[src/rtl/wb_sel_pipe.sv]
// wb_sel_pipe: registered write-back source select with RV32I load extension,
// one-entry valid/ready holding register feeding the RF write port and forwarding tap.
module wb_sel_pipe #(
  parameter int DATA_W   = 32,
  parameter int NUM_SRC  = 4,
  parameter int SEL_W    = 2,
  parameter int LOAD_SRC = 1,
  parameter int RA_W     = 5,
  parameter int CNT_W    = 32
) (
  input  logic                      cpu_clk,
  input  logic                      cpu_rst_n,
  input  logic                      in_valid,
  output logic                      in_ready,
  input  logic [SEL_W-1:0]          in_sel,
  input  logic [NUM_SRC*DATA_W-1:0] in_src,
  input  logic [RA_W-1:0]           in_rd,
  input  logic                      in_we,
  input  logic [2:0]                in_funct3,
  input  logic [1:0]                in_addr_lo,
  input  logic                      flush,
  input  logic                      out_ready,
  output logic                      rf_we,
  output logic [RA_W-1:0]           rf_wR,
  output logic [DATA_W-1:0]         rf_wD,
  output logic                      fwd_valid,
  output logic [RA_W-1:0]           fwd_rd,
  output logic [DATA_W-1:0]         fwd_data,
  output logic [CNT_W-1:0]          retired
);
  logic              valid_q, valid_d, we_q, we_d;
  logic [RA_W-1:0]   rd_q;
  logic [DATA_W-1:0] data_q, data_d, word, load_w;
  logic [CNT_W-1:0]  retired_q, retired_d;
  logic [7:0]        byte_v;
  logic [15:0]       half_v;
  logic              sel_ok, is_load, capture, retire;
  // Out-of-range selects match no source, leaving word=0 and sel_ok=0
  always_comb begin
    word   = '0;
    sel_ok = 1'b0;
    for (int k = 0; k < NUM_SRC; k++)
      if (in_sel == SEL_W'(k)) begin
        word   = in_src[k*DATA_W +: DATA_W];
        sel_ok = 1'b1;
      end
  end
  assign byte_v  = word[{in_addr_lo, 3'b000} +: 8];
  assign half_v  = word[{in_addr_lo[1], 4'b0000} +: 16];
  assign is_load = in_sel == SEL_W'(LOAD_SRC);
  assign load_w  = in_funct3 == 3'b000 ? {{(DATA_W-8){byte_v[7]}}, byte_v} :
                   in_funct3 == 3'b100 ? {{(DATA_W-8){1'b0}}, byte_v} :
                   in_funct3 == 3'b001 ? {{(DATA_W-16){half_v[15]}}, half_v} :
                   in_funct3 == 3'b101 ? {{(DATA_W-16){1'b0}}, half_v} : word;
  assign data_d    = is_load ? load_w : word;
  assign we_d      = in_we && sel_ok && (in_rd != '0);
  assign in_ready  = !valid_q || out_ready;
  assign capture   = in_valid && in_ready && !flush;
  assign retire    = valid_q && out_ready && !flush;
  assign valid_d   = !flush && (capture || (valid_q && !out_ready));
  assign retired_d = retired_q + CNT_W'(retire);
  always_ff @(posedge cpu_clk or negedge cpu_rst_n) begin
    if (!cpu_rst_n) begin
      valid_q   <= 1'b0;
      we_q      <= 1'b0;
      rd_q      <= '0;
      data_q    <= '0;
      retired_q <= '0;
    end else begin
      valid_q   <= valid_d;
      retired_q <= retired_d;
      if (capture) begin
        we_q   <= we_d;
        rd_q   <= in_rd;
        data_q <= data_d;
      end
    end
  end
  assign rf_we     = valid_q && we_q && out_ready;
  assign rf_wR     = rd_q;
  assign rf_wD     = data_q;
  assign fwd_valid = valid_q && we_q;
  assign fwd_rd    = rd_q;
  assign fwd_data  = data_q;
  assign retired   = retired_q;
endmodule

[config.mk]
export PLATFORM = sky130hd
export DESIGN_NAME = wb_sel_pipe
export DESIGN_NICKNAME = d
export VERILOG_FILES = /design/src/rtl/wb_sel_pipe.sv
export SDC_FILE = /design/constraint.sdc
export NUM_CORES = 1
export LEC_CHECK = 0
export ABC_CLOCK_PERIOD_IN_PS = 2000
export CORE_ASPECT_RATIO = 1.1
export CORE_UTILIZATION = 35
export DETAILED_ROUTE_END_ITERATION = 6
export PLACE_DENSITY = 0.87
export SLEW_MARGIN = 0
export SYNTH_ARGS = -nofsm -noshare
export SYNTH_HDL_FRONTEND = slang
export SYNTH_SLANG_ARGS = --single-unit
[constraint.sdc]
create_clock -name cpu_clk -period 2 [get_ports cpu_clk]
set_clock_uncertainty 0.15 [all_clocks]
set_input_delay 0.6 -clock cpu_clk [delete_from_list [all_inputs] [get_ports cpu_clk]]
set_output_delay 0.6 -clock cpu_clk [all_outputs]
set_load 0.01 [all_outputs]
# After elaboration in Yosys (flattened, before gate mapping)
# Cells that the tools add are included.
dict set report classes {
  n_reduce_logical 18
  shift 2
  add_sub_neg 1
  n_mux 13
  eq_ne 6
}
# operator count
set ops {}
lappend ops {{2-to-1 mux 32 bit} 9}
lappend ops {{adder 32 x 1 -> 32 bit} 1}
lappend ops {{indexed part select 32 x 6 -> 16 bit} 1}
lappend ops {{indexed part select 32 x 6 -> 8 bit} 1}
lappend ops {{logical AND 1 bit} 10}
lappend ops {{== test 3 bit (second input constant)} 2}
lappend ops {{nonzero test 5 bit} 1}
lappend ops {{== test 2 bit (second input constant)} 2}
lappend ops {{2-to-1 mux 1 bit} 4}
lappend ops {{== test 3 x 1 -> 1 bit (second input constant)} 1}
lappend ops {{zero test 1 bit} 3}
lappend ops {{zero test 3 bit} 1}
lappend ops {{== test 2 x 1 -> 1 bit (second input constant)} 1}
lappend ops {{zero test 2 bit} 1}
lappend ops {{logical OR 1 bit} 2}
dict set report totals {
  output_inout_bits 109
  in_bits 146
  regBits 71
  word_cells 45
}

# Depth between registers and ports, before layout
# Gate-level depths: netlist (run 1).
dict set report logic_depth {
  ltp_word 11
  mapped_depth 8
  depth_no_buf 8
}

# Worst setup path after synthesis (run 1)
# Ideal clock, no wire load.
dict set report synth_path {
  kind {in2reg}
  start {input port in_sel[1]}
  end {register data_q[16], in the netlist fwd_data[16]}
  required_ps 1784
  setup_ps 66
  n_path_buf 2
  cell_stages 7
  slack_ps -502
  t_arrival_ps 2286
  cell_sequence {buf_6 mux2i_1 mux4_2 or3_4 a211oi_4 buf_6 a221o_1}
}
dict set report synth_via {
  elab_chain_cells 10
  word_cells_on_any_way 15
  classes_between {eq/ne (3); shift (2); mux (9); reduce/logical (1)}
}
# item line
set synth_lines {}
lappend synth_lines {{start, declared} 15} ;# input logic [SEL_W-1:0] in_sel,
lappend synth_lines {{zero test 2 bit} 43} ;# if (in_sel == SEL_W'(k)) begin
lappend synth_lines {{2-to-1 mux 32 bit (4 in a row)} 43}
lappend synth_lines {{indexed part select 32 x 6 -> 16 bit or 2-to-1 mux 32 bit (tied branches)} {49, 54}}
lappend synth_lines {{2-to-1 mux 32 bit} 53} ;# in_funct3 == 3'b001 ? {{(DATA_W-16){half_v[15]}}, half_v} :
lappend synth_lines {{2-to-1 mux 32 bit} 52} ;# in_funct3 == 3'b100 ? {{(DATA_W-8){1'b0}}, byte_v} :
lappend synth_lines {{2-to-1 mux 32 bit} 51} ;# assign load_w = in_funct3 == 3'b000 ? {{(DATA_W-8){byte_v[7]}}, byte_v} :
lappend synth_lines {{2-to-1 mux 32 bit (*)} 55} ;# assign data_d = is_load ? load_w : word;
lappend synth_lines {{end signal, assigned} 75} ;# data_q <= data_d;
lappend synth_lines {{end, declared} 33} ;# logic [DATA_W-1:0] data_q, data_d, word, load_w;
# Mark *: on every way between the ends. The rest lies on a longest branch, timed or not.
# A chain may end at the register's enable or synchronous reset.

# Final worst setup path (run 1)
dict set report layout_path {
  start {input port in_src[39]}
  end {register data_q[18], in the netlist fwd_data[18]}
}
dict set report layout_via {
  elab_chain_cells 6
}
# item line
set layout_lines {}
lappend layout_lines {{start, declared} 16} ;# input logic [NUM_SRC*DATA_W-1:0] in_src,
lappend layout_lines {{2-to-1 mux 32 bit (3 in a row)} 43}
lappend layout_lines {{indexed part select 32 x 6 -> 8 bit} 48} ;# assign byte_v = word[{in_addr_lo, 3'b000} +: 8];
lappend layout_lines {{2-to-1 mux 32 bit} 51}
lappend layout_lines {{2-to-1 mux 32 bit} 55}
# No other way between the ends.

==> results.md, run 1 <==
* Number of H-tree branching levels at 3
* Setup slack, reg-to-reg at -0.02 ns
* Ports at 255
* Initial core utilization at 36.4%
* Pins over their slew limit at 0
* Total power after layout at 5.38 mW
* Pin count of the biggest net entering global routing at 33
* Net Count, Synth at 555
* Clock tree from TritonCTS: built
* Core box area at 12,200 µm²
* Synthesized-area fraction occupied by ao, oa, aoi and oai cells at 14.1%
* Portion of the clock cycle consumed by the worst path in the final layout at 114%
* Number of buffers added by the clock tree synthesis step at 9
* Total Die Area at 13,100 µm²
* Worst hold slack across all endpoints at 0.0290 ns
* Top cell type's share of synthesized area at 40.0%
* Worst reg2reg path depth at 10
* Areal power density over the cells at 667 nW/µm²
* Number of antenna violations at the first check in global routing at 0
* Number of iterations in the first detailed-routing pass at 4
* Area Growth Syn to Fin at 81.8%
* Height of the chip at 120 µm
* List of most frequent post-synthesis cells: dfrtp_1 (71), nand2_1 (39), buf_4 (38), mux4_2 (30), xnor2_1 (24)
* Number of buffers on the longest clock path at 2
* Yosys synthesis warning count at 0
* CP max FO at 8
* Start point of the critical path: in_src[39]
* Wire per inst at 20.0 µm
* Count of standard-cell rows at 42
* Multiplexer share of the synthesized area at 17.5%
* Final antenna diode count at 0
* Remaining global-route overflow at 0
* Last element of the critical path: fwd_data[18]
* Maximum clock frequency at 439 MHz
* Synthesized area per cell at 10.9 µm²
* Post-synth cell types at 38
* Gate count of the mapped netlist at 407
* Critical path's slowest cell: or4_4
* Type of the worst setup path: in2reg
* Number of DRC violations after detailed routing at 0
* CP max stage delay at 0.56 ns
* Area of the mapped netlist at 4440 µm²
* Top FF cell, synth: dfrtp_1
* FFs w/ async S/R, synth at 100%
* Number of global-route vias before repair at 5,044
* Number of synthesized flops with an enable pin at 0
* Fraction of final layout cells with drive strength greater than 1 at 27.4%
* Total Routed Length at 17,300 µm
* Number of register bits inferred by synthesis at 71
* Combinational family with the most area after synthesis: multiplexers
* Adder and majority gate portion of the synthesized area at 0.564%
* Minimum clock period at 2.28 ns
* Most area-consuming cells after synthesis: dfrtp_1 (40%), mux4_2 (15%), buf_4 (6.4%), xnor2_1 (4.7%), a221o_1 (3.6%)
* Final Setup Violations at 27
* Mean number of vias per cell at 5.46
* Tot GR Track Use at 26.8%
* Max_cap viols at 0
* Slew of the pin with the lowest slew margin at 0.667 ns
* Leakage component of the power at 3.78 nW
* Worst r2r dst: fwd_data[18]
* First-pass GRT wire length at 26,300 µm
* Core occupancy in the finished layout at 66.2%
* Final antenna-violating net count at 0
* Die width at 109 µm
* Final hold vios at 0
* Xor/xnor cell area share of the yosys netlist at 5.92%
* Count of vias placed by the detailed router at 4,725
* Unrepaired setup endpoints after global routing: true
* Detailed Route Iter0 Violations at 307
* Max VDD drop at 0.000425 V
* Last weighted congestion value of the routability-driven placer at 0.904
* Total half-perimeter wirelength after legalization and detailed placement at 13,300 µm
* Clock slew at reported path FFs at 0.06 ns
* Origin of the critical flop-to-flop path: valid_q
* Outcome: finished, violations left
* Area fraction in and, or, nand and nor cells after synthesis at 12.5%
* Layout Cell Area excl Fill at 8070 µm²
* Final Net Count at 854
* Cell chain of the critical path: dlygate4sd2_1 > mux4_2 > nor2_1 > or4_4 > a211oi_4 > buf_6 > buf_12 > a221o_1
* Post-synth top area cell: dfrtp_1
* Violated checks: setup timing
* Kind of start point of the critical path: primary input
* TritonCTS Sinks at 71
* Area post-placement at 7290 µm²
* Worst endpoint required time at 2.11 ns
* CTS root buffer: clkbuf_16
* Number of buffers inserted by port buffering at 254
* Kind of path behind the tightest hold check: in2async
* Library cell with the highest instance count after synthesis: dfrtp_1
* Final worst slack at -0.276 ns
* Worst-case headroom to the max-slew limit at 55.5%
* Latest clock arrival within the worst-skew pair at 0.33 ns
* Portion of the post-synthesis area used by sequential elements at 40.0%
* Worst EP arrival at 2.39 ns
* Kind of end point of the critical path: flip-flop
[worst min-delay path by stage]
| stage | from | endpoint | slack (ns) |
|---|---|---|---|
| floorplan | cpu_rst_n | fwd_data[0] | 0.15 |
| global placement | retired[31] | retired[31] | 0.31 |
| detailed placement | retired[31] | retired[31] | 0.32 |
| CTS | cpu_rst_n | fwd_data[27] | 0.03 |
| global route | cpu_rst_n | fwd_data[27] | 0.04 |
| finish | cpu_rst_n | fwd_data[17] | 0.03 |
[power by group]
part | internal [mW] | switching (mW) | total (mW) | leakage (nW)
Clock | 1.25 | 0.603 | 1.85 | 0.168
Sequential | 1.62 | 0.171 | 1.79 | 0.902
Combinational | 0.983 | 0.759 | 1.74 | 2.71
Total | 3.85 | 1.53 | 5.38 | 3.78
[critical path, delay by kind of cell]
family          cells  cell delay, ns
simple gates        2            0.62
mux                 1            0.27
buf+inv             3            0.53
compound gates      2            0.36
[area by class of cell]
type                            count  area, µm²
Fill cell                         928       4130
Timing Repair Buffer              351       3280
Multi-Input combinational cell    268       2450
Sequential cell                    71       1780
Clock buffer                       10        239
Tap cell                          154        193
Clock inverter                      6        108
Inverter                            5       18.8
[timing repair]
action / in CTS / in global routing
gates resized for setup: 158 / 49
pin swaps: 13 / 13
hold buffers: 0 / 0
setup endpoints to repair: 161 / 62
setup buffers: 33 / 8
cloned: 2 / 0
[metrics by stage]
step | cells | setup TNS, ns | setup slack (ns)
after floorplan | 407 | -8.79 | -0.465
after global placement | 809 | -36.63 | -0.750
after detailed placement | 809 | -39.96 | -0.806
after CTS | 860 | -4.07 | -0.265
after global routing | 865 | -5.76 | -0.294
final | 865 | -4.99 | -0.276
[registers in the layout (all words and copies together) (netlist names)]
register and cells:
fwd_data 32, retired 32, fwd_rd 5, valid_q 1, we_q 1
[layout by cell type (no fill, tap or decap), types with 10 or more instances in the layout]
cell,synthesis,layout
clkdlybuf4s50_1,0,121
xnor2_1,24,24
nand3_1,12,11
mux4_2,30,30
nor2_1,13,11
nand2_1,39,37
dfrtp_1,71,69
a21oi_1,16,10
a221o_1,16,16
buf_4,38,85
dlygate4sd2_1,0,104
dlymetal6s2s_1,0,14
o21ai_0,18,12
[cells by family after synthesis]
logic type / count (synthesis)
muxes: 40
and+or+nand+nor: 110
buffers and inverters: 68
DFF: 71
xor gates and xnor gates: 30
adders and majority gates: 2
AOI/OAI and AO/OA: 86
[layer usage]
layer / part of all wire, % / vias up / track usage (%)
li1: - / 2104 / -
met1: 36 / 2297 / 29.0
met2: 53 / 266 / 48.9
met3: 6.1 / 58 / 5.92
met4: 4.4 / 0 / 11.8
met5: 0 / - / 0
Note: power is estimated with default switching activity, not from simulation.
==> inputs of run 2 (changes only) <==
- CORE_UTILIZATION: 35 -> 36
- CTS_BUF_LIST: unset -> sky130_fd_sc_hd__clkbuf_4 sky130_fd_sc_hd__clkbuf_8
- CTS_CLUSTER_DIAMETER: unset -> 60
- PLACE_DENSITY: 0.87 -> 0.89
==> run 2 against run 1 <==
The run still ends with setup timing left. Power fell by 13%. Critical path depth fell by 2. Worst hold slack got worse by 0.015 ns. Maximum frequency rose by 3.4%. Clock power fell by 38%. Critical endpoint is now fwd_data[27].
==> results.md, run 2 (synthesis results as in run 1) <==
* Outcome: finished, violations left
* Violated checks: setup timing
* Setup total negative slack at -3.55 ns (+1.45 ns)
* Area post-placement at 7200 µm² (-1.2%)
* Final hold vios at 0 (unchanged)
* Clock tree from TritonCTS: built
* Type of the worst setup path: in2reg
* Clock slew at reported path FFs at 0.08 ns (+0.02 ns)
* Worst endpoint required time at 2.14 ns (+0.03 ns)
* Tot GR Track Use at 26.7% (-0.097 points)
* CP max FO at 8 (unchanged)
* Number of global-route vias before repair at 4,830 (-4.2%)
* Count of standard-cell rows at 42 (unchanged)
* Fill cells at 951 (+2.5%)
* Number of DRC violations after detailed routing at 0 (unchanged)
* Number of H-tree branching levels at 3 (unchanged)
* Layout Cell Area excl Fill at 7910 µm² (-1.9%)
* Total half-perimeter wirelength after legalization and detailed placement at 12,700 µm (-4.1%)
* Path length in cells of the critical path at 6 (-2)
* Top Family by Delay on Critical Path: simple AND/OR/NAND/NOR gates
* Last weighted congestion value of the routability-driven placer at 0.917 (+1.4%)
* Max VDD drop at 0.000403 V (-5.1%)
* Final worst slack at -0.202 ns (+0.0745 ns)
* First-pass GRT wire length at 25,500 µm (-3.1%)
* Number of buffers added by the clock tree synthesis step at 9 (unchanged)
* CP max stage delay at 0.55 ns (about the same)
* Number of buffers on the longest clock path at 2 (unchanged)
* Max_cap viols at 0 (unchanged)
* Remaining global-route overflow at 0 (unchanged)
* Slew of the pin with the lowest slew margin at 0.677 ns (+0.0102 ns)
* Leakage component of the power at 3.64 nW (-3.7%)
* Portion of the clock cycle consumed by the worst path in the final layout at 110% (-3.7 points)
* Worst-case headroom to the max-slew limit at 54.8% (-0.68 points)
* Core box area at 12,000 µm² (-1.3%)
* Latest clock arrival within the worst-skew pair at 0.35 ns (+0.02 ns)
* Critical path's slowest cell: or4_4
* Number of antenna violations at the first check in global routing at 1 (+1)
* Areal power density over the cells at 592 nW/µm² (-11%)
* Total power after layout at 4.69 mW (-13%)
* Kind of end point of the critical path: flip-flop
* Area of the multi-input gates at 2440 µm² (-0.26%)
* Worst EP arrival at 2.34 ns (-0.05 ns)
* Mean number of vias per cell at 5.39 (-1.2%)
* Worst hold slack across all endpoints at 0.0138 ns (-0.0151 ns)
* Maximum clock frequency at 454 MHz (+3.4%)
* Ports at 255 (unchanged)
* Number of iterations in the first detailed-routing pass at 4 (unchanged)
* Count of placed standard cells in the final layout, fillers left out at 875 (+1.2%)
* Final Setup Violations at 25 (-7.4%)
* Final Net Count at 863 (+1.1%)
* Detailed Route Iter0 Violations at 352 (+15%)
* Unrepaired setup endpoints after global routing: true
* Area Growth Syn to Fin at 78.3%
* Fraction of final layout cells with drive strength greater than 1 at 28.3% (+0.91 points)
* Number of buffers inserted by port buffering at 254 (unchanged)
* TritonCTS Sinks at 71 (unchanged)
* Pin count of the biggest net entering global routing at 48 (+45%)
* Register area at 1780 µm² (about the same)
* Total Die Area at 12,800 µm² (-2.7%)
* Height of the chip at 118 µm (-1.4%)
* Total Routed Length at 17,600 µm (+1.3%)
* Die width at 108 µm (-1.4%)
* Minimum clock period at 2.20 ns (-0.0745 ns)
* Most frequent cells in the layout: clkdlybuf4s50_1 (119), dlygate4sd2_1 (113), buf_4 (93)
* Worst reg2reg path depth at 8 (-2)
* Kind of path behind the tightest hold check: in2async
* Placed Instances at 801 (-0.99%)
* Count of vias placed by the detailed router at 4,720 (-0.11%)
* Pins over their slew limit at 0 (unchanged)
* Cell chain of the critical path: clkdlybuf4s15_1 > or3_4 > or4_4 > a211oi_4 > buf_6 > a221o_1
* Final antenna-violating net count at 0 (unchanged)
* Initial core utilization at 36.9% (+0.48 points)
* Most common cell after layout, fill and taps aside: clkdlybuf4s50_1
* Kind of start point of the critical path: primary input
* Buf+Inv Stages, Crit Path at 2 (-1)
* Wire per inst at 20.1 µm (+0.19%)
* CTS root buffer: clkbuf_8
[run 2: changes by cell type in the layout (fill, tap and decap cells not counted), sizes merged, moves of 2 or more]
cell and change:
bufinv -2, clkdlybuf4s50 -2, dlymetal6s2s -10, buf +10
clkbuf +3, dlygate4sd2 +9
[run 2: path summary, 6_finish.rpt]
| check | end | start | slack [ns] |
|---|---|---|---|
| max | fwd_data[27] | in_funct3[1] | -0.20 |
| min reg2reg | retired[31] | retired[31] | 0.33 |
| min in group cpu_clk | retired[31] | retired[31] | 0.33 |
| min | retired[23] | cpu_rst_n | 0.01 |
| max in group asynchronous | fwd_data[24] | cpu_rst_n | 1.17 |
| max reg2reg | fwd_data[27] | valid_q | -0.05 |
[run 2: layout make-up]
class	instances	area share [%]
Timing Repair Buffer	360	41.4
Multi-Input combinational cell	268	30.9
Sequential cell	71	22.5
Tap cell	154	2.44
Clock buffer	10	1.74
Clock inverter	6	0.759
Inverter	5	0.237
Antenna cell	1	0.0316
[run 2: what timing repair did]
action | in CTS | in global routing
endpoints found under the hold margin | 0 | 0
setup endpoints to repair | 164 | 54
hold buffers | 0 | 0
gates cloned | 1 | 2
pin swaps | 9 | 18
gates resized for setup | 160 | 59
setup buffers | 47 | 10
[run 2: routing by layer]
layer	track usage, %	vias up	wire length (µm)	share of wire (%)
li1	-	2122	-	-
met4	12.6	0	650	3.7
met5	0	-	0	0
met2	47.8	235	9310	53
met1	29.4	2315	6510	37
met3	5.85	48	1110	6.3
[run 2: worst register-to-register path, cell delays in order, from the launching register on]
cell and delay [ns]:
dfrtp_1 0.40, buf_6 0.13, nor2b_4 0.12, buf_4 0.13, nor3b_2 0.29, nand2_1 0.17, a211oi_4 0.28, buf_6 0.18
a221o_1 0.13
[run 2: power by group]
part / total, mW / internal, mW / switching, mW
combinational: 1.75 / 0.991 / 0.754
clock: 1.15 / 0.603 / 0.552
sequential: 1.79 / 1.62 / 0.169
[run 2: stage by stage]
stage                     setup WS [ns]  util, %
after floorplan                  -0.465        -
after global placement           -0.741     59.8
after detailed placement         -0.810     59.8
after CTS                        -0.249     63.7
after global routing             -0.201     65.7
final                            -0.202     65.7
==> inputs of run 3 (changes only) <==
- HOLD_SLACK_MARGIN: unset -> 0.05
==> run 3 against run 2 <==
The flow still finishes with violations (setup timing). Clock power is essentially flat. Worst setup slack gained 0.0069 ns. Maximum frequency grew 0.32%. Power is essentially flat. Sequential power is essentially flat. Die area is the same. Combinational power is essentially flat. Clock-buffer cell count is the same. Final cell count grew 0.11%. Worst hold slack gained 0.32 ns. Wire length shrank 0.28%. Core utilization grew 0.083 points. Critical path type unchanged.
==> results.md, run 3 (synthesis results as in run 1) <==
* Leakage component of the power at 3.65 nW (+0.11%)
* Max_cap viols at 0 (unchanged)
* Unrepaired setup endpoints after global routing: true
* Total half-perimeter wirelength after legalization and detailed placement at 12,700 µm (unchanged)
* Violated checks: setup timing
* Final Setup Violations at 25 (unchanged)
* Final antenna-violating net count at 0 (unchanged)
* Combinational fraction of design power at 37.2% (about the same)
* Portion of the clock cycle consumed by the worst path in the final layout at 110% (-0.35 points)
* Total Die Area at 12,800 µm² (unchanged)
* CP max stage delay at 0.55 ns (about the same)
* Clock tree from TritonCTS: built
* Mean number of vias per cell at 5.39 (-0.11%)
* Type of the worst setup path: in2reg
* Kind of path behind the tightest hold check: reg2reg
* Latest clock arrival within the worst-skew pair at 0.35 ns (about the same)
* Max VDD drop at 0.000403 V (about the same)
* Wire per inst at 20.0 µm (-0.39%)
* Ports at 255 (unchanged)
* Final Net Count at 864 (+0.12%)
* Remaining global-route overflow at 0 (unchanged)
* CP max FO at 8 (unchanged)
* Final hold vios at 0 (unchanged)
* Layout Cell Area excl Fill at 7920 µm² (+0.13%)
* Worst EP arrival at 2.34 ns (about the same)
* Setup total negative slack at -3.54 ns (+0.00355 ns)
* Last weighted congestion value of the routability-driven placer at 0.917 (unchanged)
* CTS root buffer: clkbuf_8
* Number of global-route vias before repair at 4,827 (-0.062%)
* Pins over their slew limit at 0 (unchanged)
* Maximum clock frequency at 456 MHz (+0.32%)
* Total Routed Length at 17,500 µm (-0.28%)
* Critical path's slowest cell: or4_4
* Die width at 108 µm (unchanged)
* Count of vias placed by the detailed router at 4,720 (unchanged)
* Fill cells at 949 (-0.21%)
* Clock slew at reported path FFs at 0.08 ns (about the same)
* Area post-placement at 7200 µm² (unchanged)
* Slew of the pin with the lowest slew margin at 0.670 ns (-0.00651 ns)
* Number of buffers on the longest clock path at 2 (unchanged)
* Number of buffers inserted by port buffering at 254 (unchanged)
* Int Power at 3.21 mW (about the same)
* Initial core utilization at 36.9% (unchanged)
* Fraction of power spent switching nets at 31.5% (+0.038 points)
* Areal power density over the cells at 592 nW/µm² (about the same)
* Pin count of the biggest net entering global routing at 48 (unchanged)
* Count of standard-cell rows at 42 (unchanged)
* Worst endpoint required time at 2.14 ns (about the same)
* Net Sw Power at 1.48 mW (+0.21%)
* Sequential share of power at 38.1% (about the same)
* Number of antenna violations at the first check in global routing at 1 (unchanged)
* Most frequent cells in the layout: clkdlybuf4s50_1 (119), dlygate4sd2_1 (113), buf_4 (93)
* Detailed Route Iter0 Violations at 337 (-4.3%)
* Minimum clock period at 2.19 ns (-0.00692 ns)
* Number of buffers added by the clock tree synthesis step at 9 (unchanged)
* Cell chain of the critical path: clkdlybuf4s15_1 > or3_4 > or4_4 > a211oi_4 > buf_6 > a221o_1
* Outcome: finished, violations left
* TritonCTS Sinks at 71 (unchanged)
* Height of the chip at 118 µm (unchanged)
* Number of DRC violations after detailed routing at 0 (unchanged)
* Area Growth Syn to Fin at 78.5%
* Kind of end point of the critical path: flip-flop
* Worst-case headroom to the max-slew limit at 55.3% (+0.43 points)
* Top Family by Delay on Critical Path: simple AND/OR/NAND/NOR gates
* First-pass GRT wire length at 25,500 µm (about the same)
* Number of H-tree branching levels at 3 (unchanged)
* Worst hold slack across all endpoints at 0.333 ns (+0.319 ns)
* Tot GR Track Use at 26.7% (unchanged)
* Number of iterations in the first detailed-routing pass at 4 (unchanged)
* Most common cell after layout, fill and taps aside: clkdlybuf4s50_1
* Clock Power Share at 24.7% (about the same)
* Buf+Inv Stages, Crit Path at 2 (unchanged)
* Fraction of final layout cells with drive strength greater than 1 at 28.3% (-0.039 points)
* Core box area at 12,000 µm² (unchanged)
* Kind of start point of the critical path: primary input
* Final worst slack at -0.195 ns (+0.00692 ns)
==> run 3: changes by cell type in the layout (fill, tap and decap cells not counted) <==
cell / delta
dlygate4sd3_1: +1
==> run 3: layout make-up <==
class	count	area, µm²	share of cell area (%)
inverters	5	18.8	0.237
repair buffers	361	3290	41.5
flip-flops and latches	71	1780	22.5
clock buffers	10	138	1.74
multi-input cells	268	2440	30.8
well taps	154	193	2.43
clock inverters	6	60.1	0.758
diodes	1	2.50	0.0316
==> run 3: repair_timing <==
item	4_1_cts	5_1_grt
resized for setup	160	59
gates cloned	1	2
endpoints found under the setup margin	164	54
buffers inserted	47	10
hold endpoints to repair	27	0
hold buffers	1	0
pin swaps	9	18
==> run 3: path summary, 6_finish.rpt <==
kind | startpoint | endpoint | slack (ns) | cells after the start
max | in_funct3[1] | fwd_data[27] | -0.19 | 6
min | retired[31] | retired[31] | 0.33 | 1
max reg2reg | valid_q | fwd_data[27] | -0.03 | 8
min reg2reg | retired[31] | retired[31] | 0.33 | 1
max in group asynchronous | cpu_rst_n | fwd_data[24] | 0.62 | 3
min in group asynchronous | cpu_rst_n | retired[23] | 0.56 | 2
==> run 3: power by group through the flow <==
stage / sequential, mW / combinational (mW) / clock (mW)
after floorplan: 1.87 / 0.692 / 0
after global placement: 1.84 / 1.68 / 0
after detailed placement: 1.85 / 1.72 / 0
after CTS: 1.79 / 1.66 / 1.19
after global routing: 1.81 / 1.85 / 1.25
final: 1.79 / 1.75 / 1.16
==> run 3: layer usage <==
| layer | up-vias | wire [µm] | part of all wire, % | global-route usage (%) |
|---|---|---|---|---|
| met4 | 0 | 715 | 4.1 | 12.6 |
| met2 | 248 | 9230 | 53 | 47.8 |
| met5 | - | 0 | 0 | 0 |
| met1 | 2299 | 6340 | 36 | 29.4 |
| li1 | 2122 | - | - | - |
| met3 | 51 | 1240 | 7.1 | 5.85 |
==> run 3: worst register-to-register path: cells and delay by family (launching register included) <==
| family | cells | cell delay (ns) |
|---|---|---|
| DFF | 1 | 0.40 |
| AOI/OAI and AO/OA | 2 | 0.41 |
| buffers and inverters | 3 | 0.44 |
| and+or+nand+nor | 3 | 0.57 |
==> run 3: per-stage QoR <==
step | setup WS [ns] | power (mW) | utilization (%) | std cells
after floorplan | -0.465 | 2.56 | - | 407
after global placement | -0.741 | 3.52 | 59.8 | 801
after detailed placement | -0.810 | 3.57 | 59.8 | 801
after CTS | -0.249 | 4.64 | 63.8 | 865
after global routing | -0.201 | 4.90 | 65.8 | 876
final | -0.195 | 4.69 | 65.8 | 876
